File: config.mk
export PLATFORM = sky130hd
export DESIGN_NAME = base_awrr_arb_flat
export DESIGN_NICKNAME = d
export VERILOG_FILES = /design/src/rtl/base_awrr_pkg.sv /design/src/rtl/base_awrr_if.sv /design/src/rtl/base_awrr_obuf.sv /design/src/rtl/base_awrr_arb.sv /design/src/flat_wrapper.sv
export SDC_FILE = /design/constraint.sdc
export NUM_CORES = 1
export LEC_CHECK = 0
export ABC_AREA = 1
export CAP_MARGIN = 20
export CORE_UTILIZATION = 45
export CTS_BUF_LIST = sky130_fd_sc_hd__clkbuf_8
export CTS_CLUSTER_SIZE = 12
export DETAILED_ROUTE_END_ITERATION = 6
export PLACE_DENSITY = 0.83
export SYNTH_ARGS = -nofsm -noshare
export SYNTH_HDL_FRONTEND = slang
export SYNTH_SLANG_ARGS = --single-unit
File: constraint.sdc
create_clock -name clk -period 2.7 [get_ports clk]
set_input_delay 0.54 -clock clk [delete_from_list [all_inputs] [get_ports clk]]
set_output_delay 0.54 -clock clk [all_outputs]
set_load 0.01 [all_outputs]
File: src/rtl/base_awrr_pkg.sv
// Shared helpers for the weighted, transaction-aware round-robin arbiter.
package base_awrr_pkg;

    // Index width for a count of n items; never less than 1 bit.
    function automatic int unsigned clog2(input int unsigned n);
        int unsigned r;
        r = 1;
        while ((32'd1 << r) < n) r++;
        return r;
    endfunction

    function automatic int unsigned next_way(input int unsigned cur, input int unsigned n);
        return (cur + 1 >= n) ? 0 : cur + 1;
    endfunction

endpackage

File: src/rtl/base_awrr_if.sv
// Source-side and sink-side handshake bundle for base_awrr_arb.
interface base_awrr_if #(
    parameter int unsigned width    = 8,
    parameter int unsigned ways     = 4,
    parameter int unsigned wt_width = 4
);
    logic [ways*wt_width-1:0] i_wt;
    logic [ways-1:0]          i_v;
    logic [ways-1:0]          i_r;
    logic [ways-1:0]          i_h;
    logic [ways*width-1:0]    i_d;
    logic                     o_v;
    logic                     o_r;
    logic                     o_h;
    logic [ways-1:0]          o_s;
    logic [width-1:0]         o_d;

    modport master (
        output i_wt, i_v, i_h, i_d, o_r,
        input  i_r, o_v, o_h, o_s, o_d
    );

    modport slave (
        input  i_wt, i_v, i_h, i_d, o_r,
        output i_r, o_v, o_h, o_s, o_d
    );
endinterface

File: src/rtl/base_awrr_obuf.sv
// Two-entry registered output FIFO; ready depends on occupancy only, never on pop.
module base_awrr_obuf #(
    parameter int unsigned dw = 8
) (
    input  logic          clk,
    input  logic          reset,
    input  logic          push_i,
    input  logic [dw-1:0] push_data_i,
    output logic          ready_o,
    input  logic          pop_i,
    output logic          valid_o,
    output logic [dw-1:0] head_o
);
    logic [dw-1:0] mem_q [2];
    logic          wr_q, rd_q;
    logic [1:0]    count_q, count_d;
    logic          do_push, do_pop;

    assign ready_o = (count_q != 2'd2);
    assign valid_o = (count_q != 2'd0);
    assign head_o  = valid_o ? mem_q[rd_q] : '0;
    assign do_push = push_i & ready_o;
    assign do_pop  = pop_i & valid_o;

    always_comb begin
        count_d = count_q;
        if (do_push && !do_pop) count_d = count_q + 2'd1;
        if (!do_push && do_pop) count_d = count_q - 2'd1;
    end

    always_ff @(posedge clk or negedge reset) begin
        if (!reset) begin
            mem_q[0] <= '0;
            mem_q[1] <= '0;
            wr_q     <= 1'b0;
            rd_q     <= 1'b0;
            count_q  <= 2'd0;
        end else begin
            if (do_push) begin
                mem_q[wr_q] <= push_data_i;
                wr_q        <= ~wr_q;
            end
            if (do_pop) rd_q <= ~rd_q;
            count_q <= count_d;
        end
    end
endmodule

File: src/rtl/base_awrr_arb.sv
// Weighted round-robin arbiter: each way gets up to its weight of whole transactions per turn.
module base_awrr_arb
    import base_awrr_pkg::*;
#(
    parameter int unsigned width    = 8,
    parameter int unsigned ways     = 4,
    parameter int unsigned wt_width = 4
) (
    input logic        clk,
    input logic        reset,
    base_awrr_if.slave bus
);
    localparam int unsigned pw = clog2(ways);

    typedef struct packed {
        logic [ways-1:0]  s;
        logic             h;
        logic [width-1:0] d;
    } entry_t;

    localparam int unsigned ew = $bits(entry_t);

    logic [pw-1:0]       ptr_q, ptr_d;
    logic [wt_width-1:0] cnt_q, cnt_d;
    logic                lock_q, lock_d;
    logic [pw-1:0]       lock_way_q, lock_way_d;

    logic [wt_width-1:0] wt  [ways];
    logic [width-1:0]    dat [ways];

    logic                gnt_any;
    logic [pw-1:0]       gnt_idx;
    logic                buf_ready;
    logic                accept;
    logic [wt_width-1:0] eff;
    entry_t              push_e, head_e;

    // Way 0 occupies the most significant field of the packed buses.
    for (genvar w = 0; w < ways; w++) begin : g_unpack
        assign wt[w]  = bus.i_wt[(ways-1-w)*wt_width +: wt_width];
        assign dat[w] = bus.i_d[(ways-1-w)*width +: width];
    end

    always_comb begin
        logic [pw-1:0] cand;
        int unsigned   sum;
        gnt_any = 1'b0;
        gnt_idx = ptr_q;
        cand    = '0;
        sum     = 0;
        if (lock_q) begin
            // A locked way finishes its transaction even if its weight was zeroed.
            gnt_any = bus.i_v[lock_way_q];
            gnt_idx = lock_way_q;
        end else begin
            for (int unsigned k = 0; k < ways; k++) begin
                sum  = 32'(ptr_q) + k;
                cand = (sum >= ways) ? pw'(sum - ways) : pw'(sum);
                if (!gnt_any && bus.i_v[cand] && (wt[cand] != '0)) begin
                    gnt_any = 1'b1;
                    gnt_idx = cand;
                end
            end
        end
    end

    assign accept = gnt_any & buf_ready & reset;

    always_comb begin
        bus.i_r = '0;
        if (accept) bus.i_r[gnt_idx] = 1'b1;
    end

    assign eff = ((gnt_idx == ptr_q) && (cnt_q != '0)) ? cnt_q : wt[gnt_idx];

    always_comb begin
        ptr_d      = ptr_q;
        cnt_d      = cnt_q;
        lock_d     = lock_q;
        lock_way_d = lock_way_q;
        if (accept) begin
            if (bus.i_h[gnt_idx]) begin
                lock_d     = 1'b1;
                lock_way_d = gnt_idx;
            end else begin
                lock_d = 1'b0;
                if (eff <= wt_width'(1)) begin
                    ptr_d = pw'(next_way(32'(gnt_idx), ways));
                    cnt_d = '0;
                end else begin
                    ptr_d = gnt_idx;
                    cnt_d = eff - wt_width'(1);
                end
            end
        end
    end

    always_ff @(posedge clk or negedge reset) begin
        if (!reset) begin
            ptr_q      <= '0;
            cnt_q      <= '0;
            lock_q     <= 1'b0;
            lock_way_q <= '0;
        end else begin
            ptr_q      <= ptr_d;
            cnt_q      <= cnt_d;
            lock_q     <= lock_d;
            lock_way_q <= lock_way_d;
        end
    end

    always_comb begin
        push_e          = '0;
        push_e.s[gnt_idx] = 1'b1;
        push_e.h        = bus.i_h[gnt_idx];
        push_e.d        = dat[gnt_idx];
    end

    base_awrr_obuf #(
        .dw(ew)
    ) u_obuf (
        .clk        (clk),
        .reset      (reset),
        .push_i     (accept),
        .push_data_i(push_e),
        .ready_o    (buf_ready),
        .pop_i      (bus.o_r),
        .valid_o    (bus.o_v),
        .head_o     (head_e)
    );

    assign bus.o_s = head_e.s;
    assign bus.o_h = head_e.h;
    assign bus.o_d = head_e.d;
endmodule

File: src/flat_wrapper.sv
// flat-port wrapper written by rule: the top's interface ports become plain ports
module base_awrr_arb_flat import base_awrr_pkg::*;
#(
    parameter int unsigned width    = 8,
    parameter int unsigned ways     = 4,
    parameter int unsigned wt_width = 4
)
  (clk, reset, bus_i_wt, bus_i_v, bus_i_h, bus_i_d, bus_o_r, bus_i_r, bus_o_v, bus_o_h, bus_o_s, bus_o_d);
  base_awrr_if #(.width(width), .ways(ways), .wt_width(wt_width)) bus_i ();
  input logic clk;
  input logic reset;
  input wire logic [$bits(bus_i.i_wt)-1:0] bus_i_wt;
  input wire logic [$bits(bus_i.i_v)-1:0] bus_i_v;
  input wire logic [$bits(bus_i.i_h)-1:0] bus_i_h;
  input wire logic [$bits(bus_i.i_d)-1:0] bus_i_d;
  input wire logic [$bits(bus_i.o_r)-1:0] bus_o_r;
  output wire logic [$bits(bus_i.i_r)-1:0] bus_i_r;
  output wire logic [$bits(bus_i.o_v)-1:0] bus_o_v;
  output wire logic [$bits(bus_i.o_h)-1:0] bus_o_h;
  output wire logic [$bits(bus_i.o_s)-1:0] bus_o_s;
  output wire logic [$bits(bus_i.o_d)-1:0] bus_o_d;
  assign bus_i.i_wt = bus_i_wt;
  assign bus_i.i_v = bus_i_v;
  assign bus_i.i_h = bus_i_h;
  assign bus_i.i_d = bus_i_d;
  assign bus_i.o_r = bus_o_r;
  assign bus_i_r = bus_i.i_r;
  assign bus_o_v = bus_i.o_v;
  assign bus_o_h = bus_i.o_h;
  assign bus_o_s = bus_i.o_s;
  assign bus_o_d = bus_i.o_d;
  base_awrr_arb #(.width(width), .ways(ways), .wt_width(wt_width)) u_core (.clk(clk), .reset(reset), .bus(bus_i));
endmodule
==> impl_results.md <==
* Status: finished with violations
* Violated checks: setup timing
* DR pass1 iterations at 7
* Clock sink count at 39
* Final setup vio count at 42
* Worst-path clk slew at 0.08 ns
* Post-route ant nets at 0
* Register cell area after layout at 977 um^2
* Total CTS buffers at 5
* Max-cap violations at 0
* Async SR Flop Fraction at 1.00
* Total wire length at 11,900 um
* Final Cycle Share at 1.22
* Worst setup margin at -0.600 ns
* Overall Global Routing Usage at 0.282
* Mapped Area at 0.00294 mm^2
* Layout cell share with drive strength beyond 1 at 0.399
* Total die area at 0.00687 mm^2
* Fin Hold WS at 0.350 ns
* Final HPWL DP at 6430 um
* Htree depth at 2
* DRT iter0 DRCs at 358
* Fin. max-slew vios at 0
* First-pass GRT wire length at 16,200 um
* Ant diodes at 0
* Setup TNS at -9.64 ns
* Max Clock Skew at 0.00958 ns
* Share of the synthesized area in the top cell type at 0.332
* Number of fill cells in the layout at 388
* Seq/Total Area, Yosys at 0.332
* Critical path endpoint category: register
* Multi-input gate area at 0.00220 mm^2
* Clock latency on the worst-skew pair at 0.30 ns
* Vias per cell at 5.86
* Fmax at 303 MHz
* Post-layout net count at 651
* Critical Path AT at 3.54 ns
* Hold crit path type: in2async
* Unique cell type count in the Yosys netlist at 31
* Core Util, Final at 0.799
* Net count after synthesis at 500
* Max transition margin at 0.659
* RSZ-0062 raised after global routing: true
* Commonest non-fill, non-tap cell in the layout: nand2_1
* #FFs+latches synth at 39
* Area leader, netlist: dfrtp_1
* Hold Violations, Final at 0
* Syn Inst Count at 434
* Met3 GRT Util at 0.0318
* Die width at 82.9 um
* Layout area overhead at 71.4%
* Ys flop type: dfrtp_1
* Total congestion overflow at 0
* Via count at 3,885
* Cts hold-fix bufs at 0
* Required time worst endpoint at 2.94 ns
* Largest net degree at the start of global routing at 40
* Gr busiest metal: met2
* WL per Instance at 17.9 um
* Worst-margin pin slew at 0.512 ns
* GP Congestion at 0.874
* Detailed-route DRC error count at 0
* Met1 usage at 0.341
* Minimum clock period at 3.30 ns
* Port buffer count at 76
* Critical Setup Path Class: reg2reg
* Met2 global-route usage at 0.525
* DP Cell Count at 618
* Clock tree buffer depth at 2
* TritonCTS clock tree: done
* Rows at 29
* Clk root buf: clkbuf_8
* Initial Util at 0.466
* Die Y at 82.9 um
* Core Area at 0.00631 mm^2
* Mean area per synthesized cell at 6.78 um^2
* Number of global-route vias before repair at 3,576
* Initial antenna violation count at 0
* Most frequent cells in the layout: nand2_1, buf_4, clkdlybuf4s50_1
* YS warnings at 0
* Top area cells in the synthesized netlist: dfrtp_1, nand2_1, nand3_1
* Layout Cells excl Fill at 663
* Largest fanout on the critical path at 8
* Worst setup SP type: register
* Number of synthesized flops with an enable pin at 0
* # IOs at 77
-- per-stage QoR --
stage | setup WS, ns | instance area (um^2)
finish | -0.600 | 5040
detailed placement | -0.948 | 4100
global route | -0.749 | 5040
CTS | -0.300 | 4510
floorplan | -0.0948 | 3000
global placement | -0.907 | 4100
-- worst max-delay path, stage by stage, from the launching register on --
cell,delay [ns]
dfrtp_2,0.48
buf_8,0.18
o21ai_4,0.22
nand4_1,0.18
nand2_2,0.16
inv_2,0.05
nand4_1,0.18
nand2_1,0.10
nand2_2,0.10
nand2_4,0.07
nand2_8,0.10
clkinv_8,0.08
buf_4,0.13
nand2_1,0.04
nand2_1,0.05
nand2_1,0.09
nand3_2,0.11
nand2_4,0.10
inv_4,0.04
ha_4,0.14
or2_4,0.23
nand3_4,0.10
nor2_4,0.05
nor2_2,0.09
nand3_1,0.07
nand2_1,0.09
-- final timing paths --
path | from | end | slack (ns) | depth (start not counted)
min in group clk | u_core.u_obuf.mem_q[20] | u_core.u_obuf.mem_q[20] | 0.50 | 2
max in group asynchronous | reset | u_core.ptr_q[0] | 1.98 | 2
hold / removal | reset | u_core.u_obuf.mem_q[25] | 0.35 | 2
setup / recovery | u_core.ptr_q[0] | u_core.cnt_q[3] | -0.60 | 25
setup reg to reg | u_core.ptr_q[0] | u_core.cnt_q[3] | -0.60 | 25
hold reg to reg | u_core.u_obuf.mem_q[20] | u_core.u_obuf.mem_q[20] | 0.50 | 2
-- sequential cells by signal (all words and copies together) (netlist names) --
register / cells
u_core.u_obuf.mem_q: 26
u_core.cnt_q: 4
u_core.lock_way_q: 2
u_core.ptr_q: 2
u_core.u_obuf.count_q: 2
u_core.lock_q: 1
u_core.u_obuf.rd_q: 1
u_core.u_obuf.wr_q: 1
-- cell families (layout without fill, tap and decap cells) --
family | count (synthesis) | in the layout | share of synthesized area
adder cells (fa/ha/maj) | 7 | 7 | 0.0298
AND/OR/NAND/NOR | 240 | 240 | 0.375
AO/OA/AOI/OAI | 81 | 81 | 0.156
flip-flops | 39 | 39 | 0.332
buffers and inverters | 64 | 216 | 0.0986
XOR/XNOR | 3 | 3 | 0.00893
-- area by class of cell --
class,instances,area share
clock buffers,5,0.0136
clock inverters,3,0.00323
inverters,48,0.0414
multi-input cells,331,0.437
flip-flops and latches,39,0.194
well taps,77,0.0191
repair buffers,160,0.292
-- cell usage after synthesis (6+ instances only) --
master	count
a32o_1	8
nand2_4	6
nand3_1	38
dfrtp_1	39
nor2_1	20
inv_1	41
nand2_2	9
nand4_1	7
ha_1	7
a21oi_1	24
o21ai_1	23
o21ai_0	22
nand2_1	143
nor2_2	7
-- what timing repair did --
item / in CTS / in global routing
setup buffers: 18 / 18
endpoints found under the setup margin: 19 / 38
pin swaps: 52 / 27
resized for setup: 102 / 95
gates cloned: 1 / 1
-- metal layers --
metal | up-vias | wire [um]
met5 | - | 0
met4 | 0 | 446
met3 | 64 | 910
met2 | 264 | 6210
met1 | 1840 | 4340
li1 | 1717 | -
Power is not shown: default switching activity piles up to over one toggle a cycle in this logic, so the estimate is an artifact.
